File: src/rtl/i2s_rx.sv
// I2S (Philips) receiver: oversamples BCLK/LRCLK/SDATA in the i_clk domain and
// deserialises stereo sample pairs into a one-entry valid/ready output register.
module i2s_rx #(
  parameter int DATA_W = 16,
  parameter int CNT_W  = 6
) (
  input  logic              i_clk,
  input  logic              i_rst_n,
  input  logic              i_bclk,
  input  logic              i_lrclk,
  input  logic              i_sdata,
  output logic [DATA_W-1:0] o_left,
  output logic [DATA_W-1:0] o_right,
  output logic              o_valid,
  input  logic              i_ready,
  output logic              o_frame_err,
  output logic              o_overrun,
  output logic              o_locked
);

  typedef enum logic [1:0] {
    S_SYNC  = 2'd0,
    S_LEFT  = 2'd1,
    S_RIGHT = 2'd2
  } state_e;

  localparam logic [CNT_W-1:0] IDX_LAST = CNT_W'(DATA_W);
  localparam logic [CNT_W-1:0] IDX_PRE  = CNT_W'(DATA_W - 1);
  localparam logic [CNT_W-1:0] IDX_MAX  = '1;

  // ---------------------------------------------------------------------------
  // Input synchronisers
  // ---------------------------------------------------------------------------
  logic [2:0] bclk_sync_q;
  logic [1:0] lrclk_sync_q;
  logic [1:0] sdata_sync_q;

  always_ff @(posedge i_clk or negedge i_rst_n) begin
    if (!i_rst_n) begin
      bclk_sync_q  <= '0;
      lrclk_sync_q <= '0;
      sdata_sync_q <= '0;
    end else begin
      // NOTE: non-blocking assignment makes each stage take the previous stage's
      // old value, so the chain really is two (three) flops deep.
      bclk_sync_q  <= {bclk_sync_q[1:0], i_bclk};
      lrclk_sync_q <= {lrclk_sync_q[0], i_lrclk};
      sdata_sync_q <= {sdata_sync_q[0], i_sdata};
    end
  end

  logic bclk_rise;
  logic lr_smp;
  logic sd_smp;

  // lrclk/sdata come from sync2 so they line up with the sync2-based edge detect
  assign bclk_rise = bclk_sync_q[1] & ~bclk_sync_q[2];
  assign lr_smp    = lrclk_sync_q[1];
  assign sd_smp    = sdata_sync_q[1];

  // ---------------------------------------------------------------------------
  // Slot tracking
  // ---------------------------------------------------------------------------
  logic             lr_prev_q, lr_prev_d;
  logic [CNT_W-1:0] bit_idx_q, bit_idx_d;
  logic [CNT_W-1:0] idx_inc;
  logic             boundary;
  logic             bnd_fall;
  logic             bnd_rise;
  logic             data_edge;
  logic             last_edge;
  logic             slot_done;

  assign idx_inc   = (bit_idx_q == IDX_MAX) ? bit_idx_q : bit_idx_q + CNT_W'(1);
  assign boundary  = bclk_rise && (lr_smp != lr_prev_q);
  assign bnd_fall  = boundary && !lr_smp;
  assign bnd_rise  = boundary && lr_smp;
  assign data_edge = bclk_rise && !boundary && (idx_inc <= IDX_LAST);
  assign last_edge = bclk_rise && !boundary && (bit_idx_q == IDX_PRE);
  // Evaluated at a boundary: the slot just ending reached index DATA_W
  assign slot_done = (bit_idx_q >= IDX_LAST);

  always_comb begin
    // NOTE: every combinational output gets a default first, so no path can
    // leave it unassigned and infer a latch.
    bit_idx_d = bit_idx_q;
    lr_prev_d = lr_prev_q;
    if (bclk_rise) begin
      lr_prev_d = lr_smp;
      bit_idx_d = boundary ? '0 : idx_inc;
    end
  end

  always_ff @(posedge i_clk or negedge i_rst_n) begin
    if (!i_rst_n) begin
      lr_prev_q <= 1'b0;
      bit_idx_q <= '0;
    end else begin
      lr_prev_q <= lr_prev_d;
      bit_idx_q <= bit_idx_d;
    end
  end

  // ---------------------------------------------------------------------------
  // Frame FSM: state register / next state / outputs
  // ---------------------------------------------------------------------------
  state_e state_q, state_d;
  logic   cap_left;
  logic   cap_right;
  logic   pair_done;
  logic   frame_err_d;

  always_ff @(posedge i_clk or negedge i_rst_n) begin
    if (!i_rst_n) begin
      state_q <= S_SYNC;
    end else begin
      state_q <= state_d;
    end
  end

  always_comb begin
    state_d = state_q;
    unique case (state_q)
      S_SYNC: begin
        if (bnd_fall) state_d = S_LEFT;
      end
      S_LEFT: begin
        if (bnd_rise) state_d = slot_done ? S_RIGHT : S_SYNC;
      end
      S_RIGHT: begin
        // A short right slot still ends on a real 1->0 edge, so relock at once
        if (bnd_fall) state_d = S_LEFT;
      end
      default: state_d = S_SYNC;
    endcase
  end

  always_comb begin
    cap_left    = 1'b0;
    cap_right   = 1'b0;
    pair_done   = 1'b0;
    frame_err_d = 1'b0;
    unique case (state_q)
      S_LEFT: begin
        cap_left    = data_edge;
        frame_err_d = bnd_rise && !slot_done;
      end
      S_RIGHT: begin
        cap_right   = data_edge;
        pair_done   = last_edge;
        frame_err_d = bnd_fall && !slot_done;
      end
      default: ;
    endcase
  end

  // ---------------------------------------------------------------------------
  // Channel shift registers
  // ---------------------------------------------------------------------------
  logic [DATA_W-1:0] left_sr_q, left_sr_d;
  logic [DATA_W-2:0] right_sr_q, right_sr_d;
  logic [DATA_W-1:0] right_word;

  // The right LSB is still on the wire in the completing cycle
  assign right_word = {right_sr_q, sd_smp};

  always_comb begin
    left_sr_d  = left_sr_q;
    right_sr_d = right_sr_q;
    if (cap_left)  left_sr_d  = {left_sr_q[DATA_W-2:0], sd_smp};
    if (cap_right) right_sr_d = {right_sr_q[DATA_W-3:0], sd_smp};
  end

  always_ff @(posedge i_clk or negedge i_rst_n) begin
    if (!i_rst_n) begin
      left_sr_q  <= '0;
      right_sr_q <= '0;
    end else begin
      left_sr_q  <= left_sr_d;
      right_sr_q <= right_sr_d;
    end
  end

  // ---------------------------------------------------------------------------
  // Output register and handshake
  // ---------------------------------------------------------------------------
  logic [DATA_W-1:0] left_q, left_d;
  logic [DATA_W-1:0] right_q, right_d;
  logic              valid_q, valid_d;
  logic              overrun_q, overrun_d;
  logic              frame_err_q;
  logic              locked_q;
  logic              load;

  assign load = pair_done && (!valid_q || i_ready);

  always_comb begin
    left_d    = left_q;
    right_d   = right_q;
    valid_d   = valid_q;
    overrun_d = pair_done && !load;
    if (load) begin
      left_d  = left_sr_q;
      right_d = right_word;
      valid_d = 1'b1;
    end else if (valid_q && i_ready) begin
      valid_d = 1'b0;
    end
  end

  always_ff @(posedge i_clk or negedge i_rst_n) begin
    if (!i_rst_n) begin
      left_q      <= '0;
      right_q     <= '0;
      valid_q     <= 1'b0;
      overrun_q   <= 1'b0;
      frame_err_q <= 1'b0;
      locked_q    <= 1'b0;
    end else begin
      left_q      <= left_d;
      right_q     <= right_d;
      valid_q     <= valid_d;
      overrun_q   <= overrun_d;
      frame_err_q <= frame_err_d;
      locked_q    <= (state_d != S_SYNC);
    end
  end

  assign o_left      = left_q;
  assign o_right     = right_q;
  assign o_valid     = valid_q;
  assign o_overrun   = overrun_q;
  assign o_frame_err = frame_err_q;
  assign o_locked    = locked_q;

endmodule

File: config.mk
export PLATFORM = sky130hd
export DESIGN_NAME = i2s_rx
export DESIGN_NICKNAME = d
export VERILOG_FILES = /design/src/rtl/i2s_rx.sv
export SDC_FILE = /design/constraint.sdc
export NUM_CORES = 1
export LEC_CHECK = 0
export CAP_MARGIN = 20
export CORE_AREA = 2 2 91 93
export CTS_BUF_LIST = sky130_fd_sc_hd__clkbuf_8
export CTS_CLUSTER_SIZE = 20
export DETAILED_ROUTE_END_ITERATION = 16
export DIE_AREA = 0 0 93 95
export GPL_TIMING_DRIVEN = 0
export PLACE_DENSITY = 0.65
export SLEW_MARGIN = 25
export SYNTH_ARGS = -nofsm -noshare
export SYNTH_HDL_FRONTEND = slang
export SYNTH_SLANG_ARGS = --single-unit
File: constraint.sdc
create_clock -name i_clk -period 6.6 [get_ports i_clk]
set_clock_uncertainty 0.1 [all_clocks]
set_input_delay 1.65 -clock i_clk [delete_from_list [all_inputs] [get_ports i_clk]]
set_output_delay 1.65 -clock i_clk [all_outputs]
set_load 0.02 [all_outputs]
== Word level (Yosys, flattened, before mapping) ==
Cells that the tools add are included.

* Equality and inequality tests: 5
* Reductions and logical operators: 21
* Mux-type cells: 12
* Order comparisons: 2
* Bitwise logic cells: 2
* $add $sub $neg: 1

{| class="wikitable"
|+ Operators with widths
! cell !! count
|-
| 2-to-1 mux 6 bit || 2
|-
| logical AND 1 bit || 11
|-
| adder 6 x 1 -> 6 bit (second input constant) || 1
|-
| == test 6 x 4 -> 1 bit (second input constant) || 1
|-
| == test 6 bit (second input constant) || 1
|-
| greater-or-equal comparator 6 x 5 -> 1 bit (second input constant) || 1
|-
| <= comparator 6 x 5 -> 1 bit (second input constant) || 1
|-
| 2-to-1 mux 2 bit || 3
|-
| zero test 1 bit || 5
|-
| 2-to-1 mux 1 bit || 5
|-
| case mux 2 bit (2 select lines) || 1
|-
| nonzero test 2 bit || 2
|-
| == test 2 x 1 -> 1 bit (second input constant) || 1
|-
| == test 2 bit (second input constant) || 1
|-
| zero test 2 bit || 1
|-
| case mux 1 bit (2 select lines) || 1
|-
| OR reduction 2 bit || 1
|-
| AND 1 bit || 1
|-
| logical OR 1 bit || 1
|-
| != test 1 bit || 1
|-
| inverter 1 bit || 1
|}

* Bits in registers: 83
* Word-level logic and storage cells: 57
* Bits of input ports: 6
* Output and inout bits: 36

== Logic depth before layout (Yosys ltp) ==
Gate-level depths: netlist (run 1).

* Depth in word-level cells: 10
* Gate-level depth with buffers: 8
* Depth with buffers taken out: 6

== Least setup slack after synthesis (run 1) ==
No wires, ideal clock.

* Path kind: input-to-reg
* From: input i_ready
* To: register left_q[0] (netlist: o_left[0])
* Setup time: 0.125 ns
* Stages on the path: 5
* Required time: 6.375 ns
* Data arrival time: 2.569 ns
* Path buffers: 2
* Setup slack: 3.807 ns
* Cell sequence: nand2b_1 -> nand2b_1 -> clkbuf_1 -> buf_4 -> mux2_2

* Word-level cells in the longest chain between the ends: 2

{| class="wikitable"
|+ RTL lines
! item !! RTL line !! source
|-
| start: declaration || 15 || <nowiki>input logic i_ready,</nowiki>
|-
| logical OR 1 bit || 195 || <nowiki>assign load = pair_done && (!valid_q || i_ready);</nowiki>
|-
| logical AND 1 bit || 195 ||
|-
| end signal: assignment || 220 || <nowiki>left_q <= left_d;</nowiki>
|-
| end: declaration || 187 || <nowiki>logic [DATA_W-1:0] left_q, left_d;</nowiki>
|}

No other way between the ends.
A chain may end at the register's enable or synchronous reset.

== Worst setup path after layout (run 1) ==
* From: register left_q[1] (netlist: o_left[1])
* To: output o_left[1]

{| class="wikitable"
|+ RTL lines
! item !! RTL line !! source
|-
| end: declaration || 12 || <nowiki>output logic [DATA_W-1:0] o_left,</nowiki>
|}

No word-level cell between the ends.

==> impl_metrics.csv, run 1 <==
group,metric,value,unit
outcome,status,"finished, final reports clean",
pwr,power_density,250,nW/um^2
die,core,7930,sq um
timing,min_period_over_period,46.8,%
routing,viasPerCell,4.92,
die,rows,33,
timing,fmax,0.324,GHz
clocking,numCtsBuffers,9,
cells_and_area,drive_above_1_share,33.2,%
cells_and_area,fin_nets,295,
clocking,postCtsHoldBufs,0,
routing,wl,5530,um
timing,rsz0062_at_grt,"no",
synth,syn-cell-area,3440,sq um
global_route,met2_usage,21.1,%
clocking,clkTransAtPathRegs,0.09,ns
flow_run,cap_violations,0,
timing,period_needed,3.09,ns
synth,netlist_instances,231,
synth,synth_nets,242,
critical_path,crit_end,"o_left[1]",
global_route,grt_first_pass_wirelength,9320,um
critical_path,cp_cell_sequence,"clkdlybuf4s50_1",
global_route,grt_max_degree,45,
timing,tightestPinTransition,0.555,ns
timing,finalMaxSlewViolations,0,
timing,relSlewSlack,63.0,%
critical_path,crit_type,"reg2out",
critical_path,cp-start-kind,"flip-flop",
clocking,clock-sinks,83,
critical_path,cpPeakStageDelay,0.61,ns
routing,drt-pass1-iter-count,4,
routing,vias,1939,
global_route,grt_usage,13.8,%
synth,synth_ff_type,"dfrtp_1",
timing,hold_violations,0,
die,initial_utilization,43.4,%
synth,yosysTopAreaCell,"dfrtp_1",
critical_path,r2r_slack,3.94,ns
cells_and_area,fin_cells,394,
clocking,root_buffer,"clkbuf_8",
synth,ys_top_cells_by_count,"dfrtp_1, mux2_2, mux2_4, a21oi_1, nand2_1",
synth,yosysMostFrequentCell,"dfrtp_1",
global_route,grt-ovfl-total,0,
timing,setup_viol_count_final,0,
synth,synth_top_area_share,60.4,%
place,place_congestion,0.808,
synth,synthTopCellsByArea,"dfrtp_1, mux2_2, mux2_4",
die,die_area,8840,sq um
critical_path,ff2ff_path_depth,7,
place,dp_cells,378,
critical_path,crit_start,"o_left[1]$_DFFE_PN0P_",
pwr,p_leak,2.05,nW
routing,drc,0,
synth,yosysSeqAreaShare,60.4,%
critical_path,critPathBufInv,1,
critical_path,worst_setup_path_end_kind,"primary output",
critical_path,r2r-start,"bit_idx_q[0]$_DFFE_PN0P_",
synth,ys_types,38,
synth,synth-warning-count,0,
critical_path,crit_required,4.85,ns
critical_path,crit_cells,1,
cells_and_area,n_antenna_cell,0,
routing,ant_nets,0,
pwr,irDropWorstVdd,0.000123,V
global_route,antenna_found_initial,0,
clocking,clock_path_buffers,2,
synth,synth_edf_count,0,
clocking,htreeDepth,3,
clocking,post_cts_buffers,0,
synth,async_reset_ff_share,100,%
clocking,cts.repair.resized,0,
synth,yosys_register_bits,83,
timing,setup_tns,0,ns
clocking,insertion_delay,0.35,ns
critical_path,cp_max_fo,2,
critical_path,cpLargestDelayFamily,"buffers and inverters",
place,dp_hpwl,3740,um
die,io_pins,42,
global_route,grt-busiest-layer,"met2",
die,die_h,95,um
cells_and_area,areaGrowthSynthToFinish,22.9,%
place,portBuffers,41,
critical_path,cp.arrival,1.34,ns
routing,avgRoutedWirePerCell,14.0,um
die,fp.dieW,93,um
global_route,grt_use_met3,3.27,%
synth,post_synth.cell_area_avg,14.9,sq um
global_route,use_met1,18.4,%
critical_path,cp_slowest_cell,"clkdlybuf4s50_1",
critical_path,worstReg2RegEnd,"left_sr_q[3]$_DFFE_PN0P_",
global_route,grt_pass1_vias,1920,
worst_hold_path,hold_class,"reg2reg",
routing,dr.first_iter.drc_count,104,
clocking,tritoncts,"built",
[layout make-up]
class	instances	area, sq um
clock inverter	7	105
tap	105	131
buffer	8	73.8
sequential	83	2080
multi-input combinational	137	1280
fill	688	3700
timing repair buffer	42	428
clock buffer	9	124
inverter	3	11.3
[worst min-delay path by stage]
stage / startpoint / end / slack (ns) / depth (start not counted)
after floorplan: bclk_sync_q[0]$_DFF_PN0_ / bclk_sync_q[1]$_DFF_PN0_ / 0.23 / 0
after global placement: sdata_sync_q[0]$_DFF_PN0_ / sdata_sync_q[1]$_DFF_PN0_ / 0.23 / 0
after detailed placement: lrclk_sync_q[0]$_DFF_PN0_ / lrclk_sync_q[1]$_DFF_PN0_ / 0.24 / 0
after CTS: lrclk_sync_q[0]$_DFF_PN0_ / lrclk_sync_q[1]$_DFF_PN0_ / 0.26 / 0
after global routing: lrclk_sync_q[0]$_DFF_PN0_ / lrclk_sync_q[1]$_DFF_PN0_ / 0.27 / 0
final: lrclk_sync_q[0]$_DFF_PN0_ / lrclk_sync_q[1]$_DFF_PN0_ / 0.26 / 0
[power breakdown]
| part | internal [mW] | total, mW | switching (mW) |
|---|---|---|---|
| registers | 0.530 | 0.550 | 0.0199 |
| logic | 0.0422 | 0.0923 | 0.0501 |
| clock network | 0.220 | 0.414 | 0.194 |
| total | 0.792 | 1.06 | 0.264 |
[kinds of logic after synthesis]
logic type,Yosys count,synth area share [%]
AOI/OAI and AO/OA,24,4.95
xor gates and xnor gates,2,0.510
and+or+nand+nor,42,6.73
adders and majority gates,5,1.82
muxes,64,23.1
buffers and inverters,11,2.47
DFF,83,60.4
[metal layers]
metal / routed length [um] / vias to the layer above
met1: 2580 / 980
met2: 2630 / 31
met5: 0 / -
li1: - / 920
met3: 212 / 8
met4: 112 / 0
[layout by cell type (no fill, tap or decap), types with 4 or more instances in the layout]
| cell | instances |
|---|---|
| a21oi_1 | 11 |
| buf_4 | 5 |
| clkbuf_8 | 9 |
| clkdlybuf4s50_1 | 40 |
| dfrtp_1 | 83 |
| ha_1 | 5 |
| mux2_2 | 43 |
| mux2_4 | 20 |
| nand2_1 | 10 |
| nand3_1 | 4 |
| nor2_1 | 9 |
| o21ai_0 | 6 |
[flip-flops by register name, indices dropped and copies added (netlist names), 2 cells and up]
| register | flops |
|---|---|
| right_sr_q | 15 |
| bclk_sync_q | 3 |
| o_right | 16 |
| lrclk_sync_q | 2 |
| o_left | 16 |
| state_q | 2 |
| sdata_sync_q | 2 |
| left_sr_q | 16 |
| bit_idx_q | 6 |
[through the flow]
step           util [%]  power [mW]  instance area, sq um  worst slack, ns  hold WS, ns
6_report           53.3        1.06                  4230             3.51        0.256
5_1_grt            53.3        1.11                  4230             3.46        0.267
4_1_cts            53.3        1.07                  4230             3.48        0.263
3_5_place_dp       50.4       0.654                  4000             3.22        0.242
3_3_place_gp       50.2       0.648                  3980            0.837        0.233
2_1_floorplan         -       0.617                  3440             3.81        0.231
No activity file was read; power rests on OpenSTA's default activity.
==> run 2: changes to the inputs <==
--- a/config.mk
+++ b/config.mk
@@ -12,7 +12,7 @@
 export DETAILED_ROUTE_END_ITERATION = 16
 export DIE_AREA = 0 0 93 95
 export GPL_TIMING_DRIVEN = 0
-export PLACE_DENSITY = 0.65
+export PLACE_DENSITY = 0.68
 export SLEW_MARGIN = 25
 export SYNTH_ARGS = -nofsm -noshare
 export SYNTH_HDL_FRONTEND = slang
==> constraint.sdc (replaced) <==
create_clock -name i_clk -period 2.6 [get_ports i_clk]
set_clock_uncertainty 0.1 [all_clocks]
set_input_delay 0.65 -clock i_clk [delete_from_list [all_inputs] [get_ports i_clk]]
set_output_delay 0.65 -clock i_clk [all_outputs]
set_load 0.02 [all_outputs]
==> run 2 against run 1 <==
Compared with the run above:
- final cell count grew 0.51%
- wire length shrank 1.5%
- sequential share of layout area grew 0.12 points
- sequential power grew to 2.5 times the previous value
- core utilization shrank 0.13 points
- global-route usage shrank 0.081 points
==> impl_metrics.csv, run 2 (synthesized netlist as in run 1, its figures left out) <==
group,metric,value,unit
outcome,status,"finished, final reports clean",
pwr,power_density,607,nW/um^2
die,io_pins,42,
cells_and_area,final_cell_mix,"dfrtp_1, mux2_2, clkdlybuf4s50_1",
global_route,grt_first_pass_wirelength,9490,um
critical_path,crit_start,"bit_idx_q[0]$_DFFE_PN0P_",
place,portBuffers,41,
clocking,numCtsBuffers,9,
global_route,grt_max_degree,45,
clocking,clkTransAtPathRegs,0.08,ns
die,die_area,8840,sq um
routing,vias,1945,
timing,rsz0062_at_grt,"no",
critical_path,worst_setup_path_end_kind,"flip-flop",
critical_path,crit_end,"right_sr_q[13]$_DFFE_PN0P_",
timing,tightestPinTransition,0.509,ns
critical_path,r2r_slack,0.14,ns
global_route,grt_usage,13.7,%
timing,whs,0.157,ns
clocking,htreeDepth,3,
clocking,tritoncts,"built",
place,place_area,4000,sq um
clocking,root_buffer,"clkbuf_8",
place,place_congestion,0.827,
timing,setup_tns,0,ns
clocking,clock_path_buffers,2,
critical_path,crit_required,2.74,ns
cells_and_area,nFillCells,679,
clocking,postCtsHoldBufs,0,
timing,fmax,0.407,GHz
global_route,grt_pass1_vias,2035,
critical_path,worstReg2RegEnd,"right_sr_q[13]$_DFFE_PN0P_",
critical_path,cp_max_fo,10,
critical_path,r2r-start,"bit_idx_q[0]$_DFFE_PN0P_",
critical_path,cp.arrival,2.59,ns
timing,min_period_over_period,94.4,%
cells_and_area,mostFrequentLayoutCell,"dfrtp_1",
die,fp.dieW,93,um
place,dp_cells,378,
routing,viasPerCell,4.91,
routing,ant_nets,0,
pwr,p_leak,2.05,nW
worst_hold_path,hold_class,"in2async",
routing,avgRoutedWirePerCell,13.8,um
routing,wl,5450,um
clocking,insertion_delay,0.35,ns
cells_and_area,fin_cells,396,
pwr,irDropWorstVdd,0.000283,V
cells_and_area,fin_nets,297,
routing,drc,0,
cells_and_area,n_antenna_cell,0,
clocking,clock-sinks,83,
timing,hold_violations,0,
global_route,antenna_found_initial,0,
routing,drt-pass1-iter-count,4,
timing,period_needed,2.46,ns
die,rows,33,
timing,setup_viol_count_final,0,
flow_run,cap_violations,0,
global_route,grt-ovfl-total,0,
timing,relSlewSlack,66.1,%
critical_path,crit_type,"reg2reg",
die,core,7930,sq um
die,die_h,95,um
cells_and_area,drive_above_1_share,33.7,%
die,initial_utilization,43.4,%
critical_path,ff2ff_path_depth,7,
cells_and_area,areaGrowthSynthToFinish,22.6,%
routing,dr.first_iter.drc_count,76,
place,dp_hpwl,3680,um
critical_path,cp-start-kind,"flip-flop",
cells_and_area,final_cell_area,4220,sq um
timing,finalMaxSlewViolations,0,
-- run 2: worst min path at each step --
stage	slack [ns]	startpoint	cells past startpoint	end
after global placement	0.23	sdata_sync_q[0]$_DFF_PN0_	0	sdata_sync_q[1]$_DFF_PN0_
after global routing	0.19	i_rst_n	1	o_right[11]$_DFFE_PN0P_
final	0.16	i_rst_n	1	o_right[11]$_DFFE_PN0P_
after CTS	0.17	i_rst_n	1	o_right[11]$_DFFE_PN0P_
after detailed placement	0.24	sdata_sync_q[0]$_DFF_PN0_	0	sdata_sync_q[1]$_DFF_PN0_
after floorplan	0.23	bclk_sync_q[0]$_DFF_PN0_	0	bclk_sync_q[1]$_DFF_PN0_
-- run 2: power breakdown --
| part | total (mW) | internal (mW) | switching, mW |
|---|---|---|---|
| logic | 0.236 | 0.111 | 0.125 |
| clock network | 0.929 | 0.470 | 0.459 |
| registers | 1.40 | 1.35 | 0.0496 |
-- run 2: area by class of cell --
type / instances / area [sq um] / share of cell area, %
Buffer: 8 / 73.8 / 1.75
Tap cell: 105 / 131 / 3.12
Timing Repair Buffer: 44 / 443 / 10.5
Inverter: 3 / 11.3 / 0.267
Multi-Input combinational cell: 137 / 1280 / 30.3
Clock buffer: 10 / 138 / 3.26
Sequential cell: 83 / 2080 / 49.3
Clock inverter: 6 / 63.8 / 1.51
-- run 2: repair_timing --
action / CTS / global route
setup endpoints to repair: 10 / 12
pin swaps: 1 / 0
gates resized for setup: 0 / 1
buffers inserted: 2 / 0
-- run 2: through the flow --
step / setup WS (ns) / total power, mW / utilization (%)
final: 0.145 / 2.56 / 53.2
after global routing: 0.0343 / 2.69 / 53.2
after CTS: 0.0723 / 2.59 / 53.2
after detailed placement: -0.0907 / 1.66 / 50.4
after global placement: -2.10 / 1.64 / 50.2
after floorplan: 0.216 / 1.57 / -
-- run 2: routing by layer --
layer  up-vias  track usage [%]  share of wire [%]
li1        921                -                  -
met1       980             18.4                 48
met2        38             21.2                 46
met3         6             4.55                4.7
met4         0             4.53               0.97
met5         -                0                  0
-- run 2: critical path, cell delays in order, from the launching register on --
cell and delay [ns]:
dfrtp_1 0.45, ha_2 0.26, and3_2 0.25, nand3_1 0.18, o2111ai_2 0.20, a211o_4 0.43, buf_12 0.17, mux2_4 0.29
==> run 3: changes to the inputs <==
--- a/config.mk
+++ b/config.mk
@@ -5,6 +5,7 @@
 export SDC_FILE = /design/constraint.sdc
 export NUM_CORES = 1
 export LEC_CHECK = 0
+export ABC_CLOCK_PERIOD_IN_PS = 2600
 export CAP_MARGIN = 20
 export CORE_AREA = 2 2 91 93
 export CTS_BUF_LIST = sky130_fd_sc_hd__clkbuf_8
@@ -13,7 +14,7 @@
 export DIE_AREA = 0 0 93 95
 export GPL_TIMING_DRIVEN = 0
 export PLACE_DENSITY = 0.68
-export SLEW_MARGIN = 25
+export SLEW_MARGIN = 10
 export SYNTH_ARGS = -nofsm -noshare
 export SYNTH_HDL_FRONTEND = slang
 export SYNTH_SLANG_ARGS = --single-unit
==> results of run 3 <==
Same layout as run 2: the final DEF is identical, and so are final timing and power.
